`src/rtl/md_issue_ctrl.sv`:
```
`default_nettype none
// +--------------------------------------------------------------------------+
// | md_issue_ctrl: mult/div issue gating, HI/LO hazard stall, stall counter   |
// | Revision: 1.0                                                             |
// +--------------------------------------------------------------------------+
module md_issue_ctrl #(
  parameter int MUL_LAT = 5,
  parameter int DIV_LAT = 10,
  parameter int CNT_W   = 16
) (
  input  logic             clk,
  input  logic             reset,
  input  logic [1:0]       d_md_class,
  input  logic             e_valid,
  input  logic [3:0]       e_md_op,
  input  logic             e_flush,
  input  logic             md_busy,
  output logic             md_start,
  output logic [3:0]       md_op,
  output logic             stall_d,
  output logic             proto_err,
  output logic [CNT_W-1:0] stall_cnt
);

  localparam int LAT_MAX = (MUL_LAT > DIV_LAT) ? MUL_LAT : DIV_LAT;
  localparam int LAT_W   = $clog2(LAT_MAX + 1);

  localparam logic [1:0] S_IDLE  = 2'd0;
  localparam logic [1:0] S_BUSY  = 2'd1;
  localparam logic [1:0] S_DRAIN = 2'd2;

  localparam logic [3:0] OP_NOP  = 4'b1111;

  logic [1:0]       state;
  logic [1:0]       state_nxt;
  logic [LAT_W-1:0] cnt;
  logic [LAT_W-1:0] cnt_nxt;
  logic             e_live;
  logic             start_op;
  logic             hilo_write;
  logic             viol;

  assign e_live     = e_valid & ~e_flush;
  assign start_op   = (e_md_op < 4'd4);
  assign hilo_write = (e_md_op == 4'd4) | (e_md_op == 4'd5);
  assign viol       = e_live & (start_op | hilo_write) & (state != S_IDLE);

  // State register plus the sticky error flag and saturating stall counter
  always_ff @(posedge clk or negedge reset) begin
    if (!reset) begin
      state     <= S_IDLE;
      cnt       <= '0;
      proto_err <= 1'b0;
      stall_cnt <= '0;
    end else begin
      state <= state_nxt;
      cnt   <= cnt_nxt;
      if (viol) begin
        proto_err <= 1'b1;
      end
      if (stall_d && (stall_cnt != {CNT_W{1'b1}})) begin
        stall_cnt <= stall_cnt + CNT_W'(1);
      end
    end
  end

  always_comb begin
    state_nxt = state;
    cnt_nxt   = cnt;
    case (state)
      S_IDLE: begin
        if (md_start) begin
          state_nxt = S_BUSY;
          cnt_nxt   = e_md_op[1] ? LAT_W'(DIV_LAT) : LAT_W'(MUL_LAT);
        end
      end
      S_BUSY: begin
        // <= 1 also keeps a zero latency setting from wrapping the counter
        if (cnt <= LAT_W'(1)) begin
          cnt_nxt   = '0;
          state_nxt = md_busy ? S_DRAIN : S_IDLE;
        end else begin
          cnt_nxt = cnt - LAT_W'(1);
        end
      end
      S_DRAIN: begin
        if (!md_busy) begin
          state_nxt = S_IDLE;
        end
      end
      default: begin
        state_nxt = S_IDLE;
        cnt_nxt   = '0;
      end
    endcase
  end

  // Outputs are forced quiet while reset is held, independent of the flops
  always_comb begin
    md_start = 1'b0;
    md_op    = OP_NOP;
    stall_d  = 1'b0;
    if (reset) begin
      md_start = (state == S_IDLE) & e_live & start_op & ~md_busy;
      md_op    = e_live ? e_md_op : OP_NOP;
      stall_d  = (d_md_class != 2'd0) & ((state != S_IDLE) | md_busy | md_start);
    end
  end

endmodule
`default_nettype wire

```
`config.mk`:
```
export PLATFORM = sky130hd
export DESIGN_NAME = md_issue_ctrl
export DESIGN_NICKNAME = d
export VERILOG_FILES = /design/src/rtl/md_issue_ctrl.sv
export SDC_FILE = /design/constraint.sdc
export NUM_CORES = 1
export LEC_CHECK = 0
export CORE_ASPECT_RATIO = 0.8
export CORE_MARGIN = 2
export CORE_UTILIZATION = 43
export DETAILED_ROUTE_END_ITERATION = 8
export PLACE_DENSITY_LB_ADDON = 0.08
export SLEW_MARGIN = 30
export SYNTH_ARGS = -nofsm -noshare
export SYNTH_HDL_FRONTEND = slang
export SYNTH_SLANG_ARGS = --single-unit
```
`constraint.sdc`:
```
create_clock -name clk -period 1.81 [get_ports clk]
set_clock_uncertainty 0.1 [all_clocks]
set_input_delay 0.2715 -clock clk [delete_from_list [all_inputs] [get_ports clk]]
set_output_delay 0.2715 -clock clk [all_outputs]
set_load 0.03 [all_outputs]
```
== Word-level counts from Yosys, hierarchy flattened ==
Index checks and enable logic that the tools add are counted.
Word-level totals
  flip-flop bits (word level): 23
  input bits: 11
Operators by class
  order comparisons: 2
  eq/ne operators: 8
  muxes and demuxes: 13
  bitwise gates (word level): 14
  reduce and logical (&&, ||, !) cells: 6
  $add $sub $neg: 2
Operator list (number)
  $mux 4: 5
  $add 16x1->16 const B: 1
  $ne 16x16->1 const B: 1
  $pmux 4 s3: 1
  $eq 4x3->1 const B: 2
  $mux 2: 4
  $and 1x1->1: 7
  $ne 2x2->1 const B: 3
  $pmux 2 s3: 1
  $le 4x1->1 const B: 1
  $lt 4x3->1 const B: 1
  $or 1x1->1: 4
  $reduce_bool 2->1: 2
  $sub 4x1->4 const B: 1
  $not 1->1: 3
  $reduce_and 3->1: 1
  $eq 2x1->1 const B: 1
  $eq 2x2->1 const B: 1
  $logic_not 2->1: 1
  $mux 1: 2
  $reduce_and 2->1: 1
  $logic_and 1x1->1: 1

== Depth between registers and ports, before layout ==
  depth in word-level cells: 9
  depth in mapped cells: 6
  mapped depth without buffers: 6

== Least setup slack after synthesis ==
No wires, ideal clock.
  path kind: reg2reg
  start point: register stall_cnt[0]
  end point: register stall_cnt[1]
  clock period less this slack: 1.947 ns
  setup slack: -0.137 ns
  arrival: 1.722 ns
  required time: 1.585 ns
  setup time: 0.125 ns
  cell stages (with the launch flop): 6
  cells stage by stage: dfrtp_1 -> ha_1 -> nand3_1 -> nor4_4 -> nor2_2 -> mux2_4
Between the ends
  cells in the longest elaborated chain, start to end: 2
  elaborated cells between the ends (all ways): 3
Ends and longest elaborated chain
  start, declared: RTL line 22  | output logic [CNT_W-1:0] stall_cnt
  start signal, assigned: RTL line 62  | stall_cnt <= stall_cnt + CNT_W'(1);
  parallel branches: the longest is 2 deep, another holds $add 16x1->16
Parallel ways; which one is timed is not known.
A chain may end at the register's enable or synchronous reset.

== Worst setup path in the final report ==
  start point: register state[1]
  end point: output stall_d
Between the ends
  cells in the longest elaborated chain, start to end: 7
  elaborated cells between the ends (all ways): 9
Ends and longest elaborated chain
  start, declared: RTL line 34  | logic [1:0] state;
  start signal, assigned: RTL line 56  | state <= state_nxt;
  $logic_not 2->1: RTL line 104  | md_start = (state == S_IDLE) & e_live & start_op & ~md_busy;
  $and 1x1->1 (3 in a row): RTL line 104
  $or 1x1->1 *: RTL line 106  | stall_d = (d_md_class != 2'd0) & ((state != S_IDLE) | md_busy | md_start);
  $and 1x1->1 *: RTL line 106
  $mux 1 *: RTL line 103  | if (reset) begin
  end, declared: RTL line 20  | output logic stall_d,
Every way passes the cells marked *; elsewhere a longest branch is shown, timed or not.

==> impl_results.md <==
- RSZ-0062 raised after global routing: true
- Routed Antenna Nets: 0
- Critical path buffers and inverters: 3
- CTS tree: built
- Pre-CTS WS: -0.402 ns
- CP top delay family: simple AND/OR/NAND/NOR gates
- Top-count cell post-synth: dfrtp_1
- Synth warn: 0
- Final setup margin: -0.0820 ns
- Initial antenna violation count: 0
- H-tree levels: 1
- Most repeated library cell on the critical path: buf_6
- Gr ovfl total: 0
- Post-CTS Hold Buffers: 0
- Synth Instances: 121
- Critical Path AT: 1.52 ns
- Fin cells: 222
- Leakage power: 0.950 nW
- Yosys top cell area share: 0.436
- Post-synth EDFFs: 0
- Status: finished with violations
- Final Slew Violations: 0
- Dominant synthesized flop cell: dfrtp_1
- Sequential power share: 0.411
- Vias post-DR: 1145
- Vias in the first global route: 1153
- Die ar.: 3530 sq um
- Iteration count of the initial detailed-routing pass: 4
- Combinational share of power: 0.433
- Max-Cap Viols: 0
- Synth area leader: dfrtp_1
- Worst vdd ir: ~0.0010 V
- Worst path slowest cell: or3_4
- Relative slew slack: 0.757
- Placed cells: between 200 and 250
- Net Sw Power: 0.792 mW
- Via-to-Cell Ratio: 5.16
- Starting density of the core: 0.464
- Synth async-reset ratio: 1.00
- Failing checks: setup timing
- Setup total negative slack: -0.0820 ns
- Period utilization: 1.05
- Distinct cells, synth: 40
- Die height: 53.6 um
- All-Layer GR Usage: 0.195
- Hold Slack: 0.223 ns
- Worst-path maximum fanout: 3
- CTS Root Cell: clkbuf_8
- Final HPWL DP: 2.32 mm
- Highest Clock Rate: 529 MHz
- PortBufs: 33
- #FFs+latches synth: 23
- Post-Synthesis Cell Area: 1320 sq um
- Clock buffer count from CTS: 3
- CP peak stage delay: 0.40 ns
- Fill count: 210
- Clock transition at path regs: roughly 0.08 ns
- Detailed Route WL: 3.24 mm
- Die X: approximately 66 um
- Clock Tree Buf Depth: 2
- CP Depth: 5
- R2R depth: 6
- First-pass GRT wire length: ~5.2 mm
- Row count: 17
- Final setup violation count: 1
- CP endpoint kind: output port
- DR iter-0 viols: 50
- # diodes: 0
- Sequential-to-total area share from yosys stat: 0.436
- Post-Syn Nets: 135
- P_int: about 1.2 mW
- Core area: 2850 sq um
- Skew-Pair Late Insertion Delay: about 0.26 ns
- Share of layout cells above drive strength 1: 0.440
- Worst EP required: 1.44 ns
- GPL Wtd Cong: 0.813
- Synth top cells by count: dfrtp_1, xor2_1, nand2_1
- Critical path class: reg2out
- Top cells by area, synth: dfrtp_1, xor2_1, ha_1, or2_2, mux2_2
- Worst Hold Class: in2async
- Final Hold Viols: 0
- Slew @ Worst Pin: between 0.3 and 0.4 ns
- Clock power share: 0.156
- WL per Instance: around 15 um
- CTS sink count: 23
- R2R setup slack: 0.01 ns
- Critical path startpoint category: register
- Largest net degree at the start of global routing: 21
- Area delta synth->final: 54.4%
- Avg Cell Area, Syn: around 11 sq um
- PwrDens: just under 1000 nW/um^2
- CP Cell Sequence: or3_4, o21ai_4, buf_6, inv_2, buf_6
- # nets final: 199
- I/O Pins: 34
- DRC Markers: 0
- Switch share: 0.391
- Fin crit period: 1.89 ns
==> final cells by class <==
cell class,instances,area [sq um],share of cell area
clock buffers,3,41.3,0.0202
flip-flops and latches,23,591,0.290
inverters,6,22.5,0.0110
clock inverters,1,5.00,0.00245
well taps,38,47.5,0.0233
repair buffers,59,512,0.251
multi-input cells,92,821,0.402
==> per-stage QoR <==
stage	total power, mW	cell area [sq um]	util
floorplan	1.31	1370	-
global placement	1.64	1890	0.662
detailed placement	1.67	1890	0.662
CTS	2.02	2010	0.705
global route	2.15	2040	0.716
finish	2.03	2040	0.716
==> state kept, by name (all words and copies together), names as in the netlist <==
signal     flops
proto_err      1
cnt            4
state          2
stall_cnt     16
==> final timing paths <==
kind,startpoint,end
worst min register to register,proto_err$_DFFE_PN0P_,proto_err$_DFFE_PN0P_
worst min-delay path,reset,proto_err$_DFFE_PN0P_
worst max-delay path,state[1]$_DFFE_PN0P_,stall_d
worst max register to register,state[1]$_DFFE_PN0P_,stall_cnt[1]$_DFFE_PN0P_
max in group asynchronous,reset,stall_cnt[1]$_DFFE_PN0P_
min in group clk,md_busy,state[1]$_DFFE_PN0P_
==> what timing repair did <==
| action | 4_1_cts | 5_1_grt |
|---|---|---|
| buffers inserted | 8 | 0 |
| gates resized for setup | 32 | 15 |
| pin swaps | 6 | 4 |
| endpoints found under the setup margin | 18 | 15 |
| cloned | 0 | 0 |
==> cells by family (layout without fill, tap and decap cells) <==
group,Yosys count,in the layout,share of synthesized area
buf+inv,6,69,0.0170
fa+ha+maj,3,3,0.0284
flops,23,23,0.436
simple gates,54,54,0.278
mux,5,5,0.0454
compound gates,17,17,0.109
xor+xnor,13,13,0.0862
==> power by group through the flow <==
stage          sequential (mW)  clock (mW)  combinational [mW]
2_1_floorplan            0.955           0               0.360
3_3_place_gp             0.825           0               0.811
3_5_place_dp             0.836           0               0.831
4_1_cts                  0.828       0.325               0.871
5_1_grt                  0.857       0.353               0.944
6_report                 0.832       0.316               0.877
==> layer usage <==
| metal | track usage | wire [um] |
|---|---|---|
| met1 | 0.264 | 1570 |
| met2 | 0.327 | 1470 |
| met3 | 0.0397 | 178 |
| met4 | 0.0510 | 17 |
| met5 | 0 | 0 |
==> cells in the final DEF (no fill, tap or decap), types with 4 or more instances in the layout <==
| cell | n |
|---|---|
| dfrtp_1 | 11 |
| nand2_1 | 7 |
| or2_2 | 5 |
| nor4_1 | 4 |
| inv_1 | 5 |
| dlygate4sd2_1 | 6 |
| nor3_1 | 4 |
| xor2_1 | 12 |
| buf_2 | 4 |
| nor2_1 | 5 |
| clkdlybuf4s50_1 | 18 |
| buf_4 | 25 |
| dfrtp_2 | 12 |
Power figures use the tool's default switching activity.
